$ cat src/rtl/clk_div_mon.sv
// Divided-clock monitor: synchronizes i_div_clk, measures high/low phase lengths
// in i_clk cycles, and flags out-of-tolerance half-periods and stuck inputs.
module clk_div_mon #(
  parameter int unsigned EXP_HALF  = 6,
  parameter int unsigned TOL       = 0,
  parameter int unsigned CNT_WIDTH = 8,
  parameter int unsigned TIMEOUT   = 255
) (
  input  logic                 i_clk,
  input  logic                 i_reset_n,
  input  logic                 i_en,
  input  logic                 i_div_clk,
  input  logic                 i_clr_err,
  output logic                 o_rise,
  output logic                 o_fall,
  output logic [CNT_WIDTH-1:0] o_high_cnt,
  output logic [CNT_WIDTH-1:0] o_low_cnt,
  output logic                 o_meas_valid,
  output logic                 o_err_period,
  output logic                 o_err_stuck
);

  localparam logic [CNT_WIDTH-1:0] CNT_MAX     = '1;
  localparam logic [CNT_WIDTH-1:0] CNT_ONE     = CNT_WIDTH'(1);
  localparam logic [CNT_WIDTH-1:0] TIMEOUT_CNT = CNT_WIDTH'(TIMEOUT);

  typedef enum logic [1:0] {
    ST_IDLE = 2'd0,
    ST_SYNC = 2'd1,
    ST_HIGH = 2'd2,
    ST_LOW  = 2'd3
  } state_t;

  state_t               r_state;
  logic                 r_sync1;
  logic                 r_sync2;
  logic                 r_hist;
  logic                 r_rise_q;
  logic                 r_fall_q;
  logic [CNT_WIDTH-1:0] r_cnt;

  logic w_active;
  logic w_edge;
  logic w_stuck;
  logic w_period_err;

  // True when a measured half-period lies outside EXP_HALF +/- TOL.
  function automatic logic f_out_of_tol(input logic [CNT_WIDTH-1:0] val);
    int unsigned v;
    v = 32'(val);
    if (v > EXP_HALF) return (v - EXP_HALF) > TOL;
    return (EXP_HALF - v) > TOL;
  endfunction

  // Two-flop synchronizer, history flop and registered edge pulses.
  always_ff @(posedge i_clk or negedge i_reset_n) begin
    if (!i_reset_n) begin
      r_sync1  <= 1'b0;
      r_sync2  <= 1'b0;
      r_hist   <= 1'b0;
      r_rise_q <= 1'b0;
      r_fall_q <= 1'b0;
    end else begin
      r_sync1  <= i_div_clk;
      r_sync2  <= r_sync1;
      r_hist   <= r_sync2;
      r_rise_q <= r_sync2 & ~r_hist;
      r_fall_q <= ~r_sync2 & r_hist;
    end
  end

  assign w_active     = i_en && (r_state != ST_IDLE);
  assign w_edge       = r_rise_q | r_fall_q;
  assign w_stuck      = w_active && !w_edge && (r_cnt == TIMEOUT_CNT);
  assign w_period_err = w_active && (r_state == ST_LOW) && r_rise_q &&
                        (f_out_of_tol(o_high_cnt) || f_out_of_tol(r_cnt));

  // Measurement FSM, run counter and strobes; an i_en drop overrides everything.
  always_ff @(posedge i_clk or negedge i_reset_n) begin
    if (!i_reset_n) begin
      r_state      <= ST_IDLE;
      r_cnt        <= '0;
      o_rise       <= 1'b0;
      o_fall       <= 1'b0;
      o_meas_valid <= 1'b0;
      o_high_cnt   <= '0;
      o_low_cnt    <= '0;
    end else begin
      o_rise       <= 1'b0;
      o_fall       <= 1'b0;
      o_meas_valid <= 1'b0;
      if (!i_en) begin
        r_state <= ST_IDLE;
        r_cnt   <= '0;
      end else if (r_state == ST_IDLE) begin
        r_state <= ST_SYNC;
        r_cnt   <= '0;
      end else begin
        o_rise <= r_rise_q;
        o_fall <= r_fall_q;
        if (w_edge) begin
          r_cnt <= CNT_ONE;
        end else if (w_stuck) begin
          r_cnt <= '0;
        end else if (r_cnt != CNT_MAX) begin
          r_cnt <= r_cnt + CNT_ONE;
        end
        if (w_stuck) begin
          r_state <= ST_SYNC;
        end else begin
          case (r_state)
            ST_SYNC: begin
              if (r_rise_q) r_state <= ST_HIGH;
            end
            ST_HIGH: begin
              if (r_fall_q) begin
                r_state    <= ST_LOW;
                o_high_cnt <= r_cnt;
              end
            end
            ST_LOW: begin
              if (r_rise_q) begin
                r_state      <= ST_HIGH;
                o_low_cnt    <= r_cnt;
                o_meas_valid <= 1'b1;
              end
            end
            default: r_state <= ST_IDLE;
          endcase
        end
      end
    end
  end

  // Sticky error flags; a new error outranks a simultaneous clear.
  always_ff @(posedge i_clk or negedge i_reset_n) begin
    if (!i_reset_n) begin
      o_err_period <= 1'b0;
      o_err_stuck  <= 1'b0;
    end else begin
      if (w_period_err) o_err_period <= 1'b1;
      else if (i_clr_err) o_err_period <= 1'b0;
      if (w_stuck) o_err_stuck <= 1'b1;
      else if (i_clr_err) o_err_stuck <= 1'b0;
    end
  end

endmodule

$ cat config.mk
export PLATFORM = sky130hd
export DESIGN_NAME = clk_div_mon
export DESIGN_NICKNAME = d
export VERILOG_FILES = /design/src/rtl/clk_div_mon.sv
export SDC_FILE = /design/constraint.sdc
export NUM_CORES = 1
export LEC_CHECK = 0
export BUFFER_PORTS_ARGS = -buffer_cell sky130_fd_sc_hd__buf_2
export CORE_ASPECT_RATIO = 1.1
export CORE_UTILIZATION = 54
export DETAILED_ROUTE_END_ITERATION = 10
export PLACE_DENSITY = 0.77
export SETUP_SLACK_MARGIN = 0.2
export SYNTH_ARGS = -nofsm -noshare
export SYNTH_HDL_FRONTEND = slang
export SYNTH_SLANG_ARGS = --single-unit
$ cat constraint.sdc
create_clock -name i_clk -period 1.9 [get_ports i_clk]
set_clock_uncertainty 0.05 [all_clocks]
set_input_delay 0.475 -clock i_clk [delete_from_list [all_inputs] [get_ports i_clk]]
set_output_delay 0.475 -clock i_clk [all_outputs]
set_load 0.01 [all_outputs]
==> results of run 1 <==
==> per-layer routing <==
| layer | vias to the layer above | GRT usage | share of wire |
|---|---|---|---|
| met3 | 6 | 0.0787 | 0.042 |
| met1 | 546 | 0.276 | 0.46 |
| met2 | 32 | 0.363 | 0.49 |
| met5 | - | 0 | 0 |
| li1 | 550 | - | - |
| met4 | 0 | 0.0940 | 0.013 |
==> critical path: stages (launching register included) <==
cell and delay (ns):
dfrtp_1 0.42, ha_1 0.33, nor4bb_1 0.29, nor3_1 0.11, o41ai_2 0.22, o41ai_1 0.12
==> synth_stat cells (all sizes together) <==
master and n:
a21oi 1, a22o 1, a31oi 1, and3 2
and3b 1, buf 3, clkbuf 1, clkinv 1
dfrtp 36, ha 5, inv 4, mux2 7
mux2i 1, nand2 30, nand2b 3, nand3 4
nand3b 1, nand4 3, nand4b 1, nor2 12
nor2b 3, nor3 1, nor4 2, nor4b 2
nor4bb 1, o21ai 5, o31a 1, o41ai 2
or2 1, or3 1, xnor2 2, xor2 4
==> cells by family (layout without fill, tap and decap cells) <==
kind of cell    Yosys count  in the layout
fa+ha+maj                 5              5
simple gates             68             68
buf+inv                   9             42
compound gates           11             11
flops                    36             36
xor+xnor                  6              6
mux                       8              8
==> final cells by class <==
type,count,area share
Tap cell,33,0.0228
Sequential cell,36,0.499
Clock buffer,7,0.0359
Timing Repair Buffer,30,0.0898
Multi-Input combinational cell,98,0.342
Inverter,5,0.0104
==> sequential cells by signal, indices dropped and copies added (netlist names), 2 cells and up <==
name,cells
r_state,2
r_cnt,8
o_low_cnt,8
o_high_cnt,8
==> per-stage QoR <==
step	instance area, um^2	hold slack (ns)	cells
finish	1810	0.109	209
global route	1810	0.131	209
CTS	1790	0.122	208
detailed placement	1720	0.287	201
global placement	1720	0.295	201
floorplan	1550	0.129	143
==> final timing paths <==
check,from,endpoint,slack [ns],cells past startpoint
setup / recovery,o_high_cnt[1]$_DFFE_PN0P_,o_err_period$_DFFE_PN0P_,0.24,5
hold / removal,i_reset_n,o_high_cnt[3]$_DFFE_PN0P_,0.11,2
setup reg to reg,o_high_cnt[1]$_DFFE_PN0P_,o_err_period$_DFFE_PN0P_,0.24,5
hold reg to reg,r_sync1$_DFF_PN0_,r_sync2$_DFF_PN0_,0.32,0
max in group asynchronous,i_reset_n,r_cnt[2]$_DFFE_PN0P_,1.36,2
min in group i_clk,i_div_clk,r_sync1$_DFF_PN0_,0.20,1
==> what timing repair did <==
| item | 4_1_cts | 5_1_grt |
|---|---|---|
| setup buffers | 0 | 1 |
| pin swaps | 1 | 1 |
| resized for setup | 1 | 6 |
| endpoints found under the setup margin | 2 | 2 |
==> power groups by stage <==
| stage | registers [W] | logic (W) | clock network (W) |
|---|---|---|---|
| final | 0.000799 | 0.0000645 | 0.000437 |
| after detailed placement | 0.000813 | 0.0000646 | 0 |
| after floorplan | 0.000812 | 0.0000270 | 0 |
| after global placement | 0.000812 | 0.0000626 | 0 |
| after CTS | 0.000798 | 0.0000649 | 0.000451 |
| after global routing | 0.000802 | 0.0000752 | 0.000493 |
==> run_results.csv, run 1 <==
group,metric,value,unit
clock_tree,cts_tree,"done",
synth,synth_mux_area_frac,0.0574,
power_and_ir_drop,p_sw,0.000283,W
floorplanning,die_x,53.0,um
finish,seq_area,905,um^2
floorplanning,die_area,3080,um^2
global_routing,grt_max_degree,37,
drt,dr.pass1.iters,4,
synth,synthAdderAreaFrac,0.0405,
synth,syn_nets,153,
place,gp_congestion,0.830,
floorplanning,rows,20,
synth,synth_xor_area_frac,0.0340,
critical_path,cp.arrival,1.81,ns
finish,antennaDiodeCount,0,
drt,vias_per_cell,5.43,
power_and_ir_drop,ir_drop,0.537,mV
clock_tree,worstSkewPairLatency,0.33,ns
power_and_ir_drop,pwr-share-clk,0.336,
finish,n_fill_cell,215,
clock_tree,h-tree-depth,2,
synth,synth_top_family_by_area,"simple AND/OR/NAND/NOR gates",
timing,slew_violations,0,
critical_path,cp.required,2.06,ns
global_routing,first_global_vias,1128,
synth,netlist_area,1550,um^2
clock_tree,clockRootBuffer,"clkbuf_4",
timing,worstMarginPinSlew,0.433,ns
critical_path,path_class,"reg2reg",
place,dp_hpwl,1.99,mm
synth,syn_area_per_cell,10.8,um^2
power_and_ir_drop,power,0.00130,W
global_routing,antenna_found_initial,0,
global_routing,grt_first_pass_wirelength,4.92,mm
synth,synth_area_leader_cell,"dfrtp_1",
power_and_ir_drop,p_leak,0.962,nW
synth,synth.distinct_cells,33,
synth,synth_warnings,0,
power_and_ir_drop,swShare,0.218,
place,port_buffers,25,
drt,ant_nets,0,
finish,final_core_util,0.658,
place,preCtsSetupSlack,0.0983,ns
job,maxCapViolCount,0,
finish,finalNetCount,186,
drt,wirelength,2.88,mm
synth,synth_compound_area_frac,0.0485,
finish,final_cell_mix,"33 x dfrtp_1, 30 x nand2_1, 25 x buf_2, 12 x nor2_1, 7 x mux2_2",
synth,ys_seq_elements,36,
drt,drc,0,
clock_tree,clock_sinks,36,
finish,multiInputGateArea,619,um^2
clock_tree,cts.clk_slew.worst_paths,0.10,ns
floorplanning,dieHeight,58.1,um
power_and_ir_drop,p_comb_frac,0.050,
critical_path,crit_path_start_kind,"flip-flop",
global_routing,grt_overflow,0,
timing,rsz0062_at_grt,"yes",
timing,max_freq,603,MHz
timing,timing.final.ws_setup,0.241,ns
finish,final_common_cell,"dfrtp_1",
timing,fin_crit_sh,0.873,
power_and_ir_drop,powerDensity,718,nW/um^2
floorplanning,boundaryPins,26,
finish,area_growth,17.2,%
critical_path,end_kind,"flip-flop",
power_and_ir_drop,p_int,0.00102,W
synth,synthSimpleGateAreaFrac,0.213,
timing,hold_viol_final,0,
clock_tree,cts_buffers,5,
drt,dr_total_vias,1134,
synth,synth_top_area_share,0.583,
timing,setup_viol,0,
timing,finalSetupTns,0,ns
clock_tree,clock_path_buffers,2,
synth,synth_seq_area_share,0.583,
finish,drive_above_1_share,0.295,
synth,syn-instance-count,143,
floorplanning,core-area,2750,um^2
hold_path,hold_class,"in2async",
global_routing,track_usage,0.227,
drt,initialDrtViolationCount,37,
power_and_ir_drop,p_seq_frac,0.614,
synth,ys_top_cells_by_area,"dfrtp_1 58%, nand2_1 7.3%, mux2_2 5.1%",
critical_path,crit_fanout,4,
clock_tree,hold_buffers,0,
timing,finalCriticalPeriod,1.66,ns
timing,relSlewSlack,0.712,
floorplanning,initial_core_util,0.562,
drt,wire_per_inst,13.8,um
run_status,status,"completed",
Note: power is estimated with default switching activity, not from simulation.
==> run 2, diff against run 1 <==
--- a/config.mk
+++ b/config.mk
@@ -7,9 +7,9 @@
 export LEC_CHECK = 0
 export BUFFER_PORTS_ARGS = -buffer_cell sky130_fd_sc_hd__buf_2
 export CORE_ASPECT_RATIO = 1.1
-export CORE_UTILIZATION = 54
+export CORE_UTILIZATION = 58
 export DETAILED_ROUTE_END_ITERATION = 10
-export PLACE_DENSITY = 0.77
+export PLACE_DENSITY = 0.82
 export SETUP_SLACK_MARGIN = 0.2
 export SYNTH_ARGS = -nofsm -noshare
 export SYNTH_HDL_FRONTEND = slang
==> constraint.sdc (replaced) <==
create_clock -name i_clk -period 2.02 [get_ports i_clk]
set_clock_uncertainty 0.05 [all_clocks]
set_input_delay 0.505 -clock i_clk [delete_from_list [all_inputs] [get_ports i_clk]]
set_output_delay 0.505 -clock i_clk [all_outputs]
set_load 0.01 [all_outputs]
==> run 2 against run 1 <==
Against the previous run: first-iteration DRC count decreased by 70%; fmax is 3.1% lower; final area down 3.0%; via count decreased by 0.18%; utilization up 3.9 points; final cell count down 2.4%; clock power decreased by 11%; power is 8.0% lower; count of clock-buffer cells in the layout rose by 1.
==> run_results.csv, run 2 (synthesis gave the netlist of run 1 again) <==
group,metric,value,unit
finish,n_fill_cell,195,
timing,finalSetupTns,0,ns
timing,max_freq,584,MHz
place,gp_congestion,0.805,
critical_path,path_class,"reg2reg",
critical_path,r2r_cells,4,
finish,final_cell_mix,"36 x dfrtp_1, 30 x nand2_1, 25 x buf_2, 12 x nor2_1, 7 x mux2_2",
clock_tree,cts.clk_slew.worst_paths,0.10,ns
place,dp_hpwl,2.09,mm
critical_path,crit_fanout,4,
finish,drive_above_1_share,0.231,
critical_path,regToRegSetupSlack,0.31,ns
clock_tree,worstSkewPairLatency,0.34,ns
power_and_ir_drop,p_comb_frac,0.047,
timing,hold_viol_final,0,
timing,timing.final.ws_setup,0.307,ns
floorplanning,die_x,51.2,um
clock_tree,cts_buffers,5,
clock_tree,h-tree-depth,2,
finish,final_common_cell,"dfrtp_1",
global_routing,grt_first_pass_wirelength,4.91,mm
drt,dr_total_vias,1132,
power_and_ir_drop,powerDensity,681,nW/um^2
critical_path,crit_path_start_kind,"flip-flop",
power_and_ir_drop,swShare,0.225,
finish,final_core_util,0.698,
drt,dr.pass1.iters,4,
drt,wirelength,2.89,mm
floorplanning,initial_core_util,0.614,
place,port_buffers,25,
finish,reg_top3,"o_high_cnt: 8 flops, o_low_cnt: 8 flops, r_cnt: 8 flops",
critical_path,cp.required,2.19,ns
hold_path,hold_class,"in2async",
drt,vias_per_cell,5.55,
timing,relSlewSlack,0.497,
timing,setup_viol,0,
critical_path,cp.arrival,1.88,ns
power_and_ir_drop,p_sw,0.000269,W
global_routing,first_global_vias,1097,
drt,drc,0,
clock_tree,clock_path_buffers,2,
global_routing,grt_max_degree,37,
finish,multiInputGateArea,608,um^2
finish,area_growth,13.7,%
finish,finalNetCount,182,
critical_path,startpoint,"o_high_cnt[1]$_DFFE_PN0P_",
finish,seq_area,901,um^2
power_and_ir_drop,pwr-share-clk,0.325,
floorplanning,dieHeight,56.2,um
timing,slew_violations,0,
critical_path,end_kind,"flip-flop",
timing,fin_crit_sh,0.848,
drt,ant_nets,0,
drt,initialDrtViolationCount,11,
timing,rsz0062_at_grt,"no",
clock_tree,hold_buffers,0,
finish,antennaDiodeCount,0,
run_status,status,"completed",
place,preCtsSetupSlack,0.233,ns
job,maxCapViolCount,0,
power_and_ir_drop,ir_drop,0.538,mV
floorplanning,boundaryPins,26,
global_routing,track_usage,0.239,
floorplanning,die_area,2880,um^2
clock_tree,clock_sinks,36,
timing,finalCriticalPeriod,1.71,ns
clock_tree,cts_tree,"done",
global_routing,grt_overflow,0,
floorplanning,rows,19,
critical_path,rr_startpoint,"o_high_cnt[1]$_DFFE_PN0P_",
floorplanning,core-area,2520,um^2
clock_tree,clockRootBuffer,"clkbuf_4",
critical_path,reg2reg_to,"o_err_period$_DFFE_PN0P_",
power_and_ir_drop,p_seq_frac,0.627,
global_routing,antenna_found_initial,0,
power_and_ir_drop,p_leak,0.946,nW
drt,wire_per_inst,14.2,um
power_and_ir_drop,p_int,0.000927,W
timing,worstMarginPinSlew,0.754,ns
run 2: cell types whose count changed in the layout (fill, tap and decap cells not counted), sizes merged:
cell,change
buf,-4
clkbuf,+1
run 2: worst max-delay path by stage:
stage                                          end  cells after the start  slack (ns)
final                     o_err_period$_DFFE_PN0P_                      4        0.31
after global routing        r_state[1]$_DFFE_PN0P_                      5        0.22
after CTS                 o_err_period$_DFFE_PN0P_                      4        0.31
after detailed placement  o_err_period$_DFFE_PN0P_                      5        0.23
after global placement      r_state[1]$_DFFE_PN0P_                      5        0.31
after floorplan           o_err_period$_DFFE_PN0P_                      5        0.34
run 2: worst max-delay path, stage by stage, from the launching register on:
cell and delay [ns]:
dfrtp_1 0.43, ha_1 0.33, o31a_1 0.29, o41ai_1 0.36, o41ai_1 0.13
run 2: power by group through the flow:
stage | Sequential [W] | Combinational (W) | Clock (W)
floorplan | 0.000764 | 0.0000254 | 0
global placement | 0.000763 | 0.0000553 | 0
detailed placement | 0.000764 | 0.0000581 | 0
CTS | 0.000750 | 0.0000583 | 0.000407
global route | 0.000753 | 0.0000649 | 0.000434
finish | 0.000751 | 0.0000566 | 0.000389
run 2: per-layer routing:
layer,vias to the layer above,GRT usage,wire (um),share of wire
met4,0,0.100,48,0.017
met2,30,0.387,1470,0.51
met1,555,0.293,1240,0.43
met3,6,0.0738,131,0.045
met5,-,0,0,0
li1,541,-,-,-
run 2: what timing repair did:
action,4_1_cts,5_1_grt
setup buffers,0,0
setup endpoints to repair,1,0
resized for setup,0,0
run 2: area by class of cell:
type / count / area share
sequential: 36 / 0.512
multi-input combinational: 98 / 0.346
timing repair buffer: 26 / 0.0754
inverter: 5 / 0.0107
tap: 31 / 0.0221
clock buffer: 8 / 0.0335
run 2: through the flow:
stage | instances | area [um^2] | hold WS [ns] | power (W)
4_1_cts | 204 | 1760 | 0.188 | 0.00122
3_3_place_gp | 196 | 1700 | 0.295 | 0.000819
3_5_place_dp | 196 | 1700 | 0.288 | 0.000822
6_report | 204 | 1760 | 0.172 | 0.00120
5_1_grt | 204 | 1760 | 0.199 | 0.00125
2_1_floorplan | 143 | 1550 | 0.159 | 0.000790
==> run 3, diff against run 2 <==
--- a/config.mk
+++ b/config.mk
@@ -7,9 +7,9 @@
 export LEC_CHECK = 0
 export BUFFER_PORTS_ARGS = -buffer_cell sky130_fd_sc_hd__buf_2
 export CORE_ASPECT_RATIO = 1.1
-export CORE_UTILIZATION = 58
+export CORE_UTILIZATION = 54
 export DETAILED_ROUTE_END_ITERATION = 10
-export PLACE_DENSITY = 0.82
+export PLACE_DENSITY = 0.77
 export SETUP_SLACK_MARGIN = 0.2
 export SYNTH_ARGS = -nofsm -noshare
 export SYNTH_HDL_FRONTEND = slang
==> constraint.sdc (replaced) <==
create_clock -name i_clk -period 1.6 [get_ports i_clk]
set_clock_uncertainty 0.05 [all_clocks]
set_input_delay 0.4 -clock i_clk [delete_from_list [all_inputs] [get_ports i_clk]]
set_output_delay 0.4 -clock i_clk [all_outputs]
set_load 0.01 [all_outputs]
==> run 3 against run 2 <==
Against the previous run: non-clock buffer count increased by 31; count of clock-buffer cells in the layout unchanged; sequential cell count unchanged; final area increased by 24%; die area increased by 7.1%; combinational power increased by 130%; the flow now finishes with violations (setup timing); fmax decreased by 3.6%; power increased by 33%.
==> run_results.csv, run 3 (synthesis gave the netlist of run 1 again) <==
group,metric,value,unit
run_status,status,"complete, but fails checks",
run_status,violations,"setup timing",
drt,wire_per_inst,16.8,um
drt,vias_per_cell,5.74,
power_and_ir_drop,powerDensity,729,nW/um^2
critical_path,end_kind,"flip-flop",
place,port_buffers,25,
critical_path,path_class,"reg2reg",
drt,drc,0,
hold_path,hold_start,"i_div_clk",
clock_tree,clock_path_buffers,2,
timing,hold_viol_final,0,
critical_path,reg2reg_to,"o_err_period$_DFFE_PN0P_",
drt,wirelength,3.99,mm
timing,worstMarginPinSlew,0.355,ns
finish,reg_top3,"o_high_cnt: 8 flops, o_low_cnt: 8 flops, r_cnt: 8 flops",
critical_path,cp_cell_sequence,"ha_4 -> nor4bb_4 -> nor3_2 -> o41ai_2 -> o41ai_1",
global_routing,antenna_found_initial,0,
critical_path,slowest_delay,0.44,ns
timing,timing.final.ws_setup,-0.176,ns
timing,rsz0062_at_grt,"yes",
power_and_ir_drop,power,0.00159,W
power_and_ir_drop,p_leak,1.13,nW
timing,relSlewSlack,0.761,
clock_tree,cts_buffers,5,
place,dpl.cell_count,212,
critical_path,regToRegSetupSlack,-0.18,ns
power_and_ir_drop,swShare,0.240,
finish,finalNetCount,213,
timing,finalCriticalPeriod,1.78,ns
finish,final_common_cell,"dfrtp_1",
critical_path,r2r_cells,5,
clock_tree,worstSkewPairLatency,0.35,ns
floorplanning,initial_core_util,0.562,
floorplanning,rows,20,
drt,initialDrtViolationCount,55,
critical_path,cp.required,1.79,ns
power_and_ir_drop,pwr-share-clk,0.323,
finish,final_cell_mix,"34 x dfrtp_1, 30 x nand2_1, 23 x buf_2, 18 x buf_4, 14 x buf_6",
critical_path,crit_path_start_kind,"flip-flop",
hold_path,min_to,"r_sync1$_DFF_PN0_",
power_and_ir_drop,p_seq_frac,0.595,
drt,ant_nets,0,
timing,fin_crit_sh,1.11,
power_and_ir_drop,p_int,0.00121,W
floorplanning,die_area,3080,um^2
finish,drive_above_1_share,0.431,
floorplanning,boundaryPins,26,
global_routing,first_global_vias,1263,
finish,area_growth,40.9,%
finish,antennaDiodeCount,0,
global_routing,grt_max_degree,37,
finish,final_cells,237,
finish,n_fill_cell,156,
critical_path,cp.arrival,1.96,ns
place,gp_congestion,0.815,
place,preCtsSetupSlack,-0.0309,ns
clock_tree,h-tree-depth,2,
clock_tree,cts_tree,"done",
hold_path,hold_class,"in2reg",
job,maxCapViolCount,0,
hold_path,hold_depth,1,
floorplanning,dieHeight,58.1,um
floorplanning,core-area,2750,um^2
timing,setup_viol,3,
global_routing,grt_overflow,0,
critical_path,crit_fanout,2,
global_routing,grt_first_pass_wirelength,5.58,mm
critical_path,slowest_stage,"dfrtp_1",
power_and_ir_drop,ir_drop,0.734,mV
clock_tree,clockRootBuffer,"clkbuf_4",
power_and_ir_drop,p_sw,0.000381,W
drt,dr_total_vias,1361,
global_routing,track_usage,0.259,
floorplanning,die_x,53.0,um
clock_tree,clock_sinks,36,
power_and_ir_drop,p_comb_frac,0.082,
timing,slew_violations,0,
clock_tree,cts.clk_slew.worst_paths,0.11,ns
critical_path,rr_startpoint,"o_high_cnt[1]$_DFFE_PN0P_",
place,dp_hpwl,2.19,mm
drt,dr.pass1.iters,4,
timing,max_freq,563,MHz
[run 3: changes by cell type in the layout (fill, tap and decap cells not counted), moves of 3 or more]
cell,change
buf_4,+17
buf_6,+14
ha_1,-3
ha_4,+3
[run 3: worst max-delay path by stage]
stage | depth (start not counted) | endpoint | from
floorplan | 4 | o_err_period$_DFFE_PN0P_ | o_high_cnt[1]$_DFFE_PN0P_
global placement | 4 | o_err_period$_DFFE_PN0P_ | o_high_cnt[1]$_DFFE_PN0P_
detailed placement | 5 | o_err_period$_DFFE_PN0P_ | o_high_cnt[1]$_DFFE_PN0P_
CTS | 5 | o_err_period$_DFFE_PN0P_ | o_high_cnt[1]$_DFFE_PN0P_
global route | 5 | o_err_period$_DFFE_PN0P_ | o_high_cnt[1]$_DFFE_PN0P_
finish | 5 | o_err_period$_DFFE_PN0P_ | o_high_cnt[1]$_DFFE_PN0P_
[run 3: worst max-delay path: cells and delay by family, from the launching register on]
family	cells	cell delay [ns]
DFF	1	0.44
and+or+nand+nor	2	0.42
adders and majority gates	1	0.27
AOI/OAI and AO/OA	2	0.48
[run 3: stage by stage]
stage	utilization	cell area [um^2]	hold WS, ns	setup TNS [ns]
2_1_floorplan	-	1560	0.0544	-0.00105
5_1_grt	0.792	2180	0.0922	-0.308
3_3_place_gp	0.665	1830	0.295	0
4_1_cts	0.715	1970	0.101	-0.0363
6_report	0.792	2180	0.113	-0.205
3_5_place_dp	0.665	1830	0.288	-0.0309
[run 3: final cells by class]
type	instances	area (um^2)	area share
flip-flops and latches	36	903	0.414
inverters	5	18.8	0.00861
clock buffers	8	58.8	0.0270
multi-input cells	98	719	0.330
repair buffers	57	438	0.201
well taps	33	41.3	0.0189
[run 3: power by group through the flow]
stage               clock [W]  combinational (W)  sequential, W
CTS                  0.000511           0.000105       0.000942
global route         0.000557           0.000145       0.000948
floorplan                   0          0.0000322       0.000965
finish               0.000513           0.000131       0.000945
detailed placement          0          0.0000908       0.000963
global placement            0          0.0000890       0.000962
[run 3: what timing repair did]
action                                 CTS  global route
pin swaps                                1             9
setup buffers                            5            11
endpoints found under the hold margin   36             0
gates resized for setup                  6            29
setup endpoints to repair               11            24
hold buffers                             1             0
[run 3: routing by layer]
metal | wire (um) | track usage
met5 | 0 | 0
met1 | 1560 | 0.297
met3 | 187 | 0.0551
met4 | 106 | 0.150
met2 | 2130 | 0.436
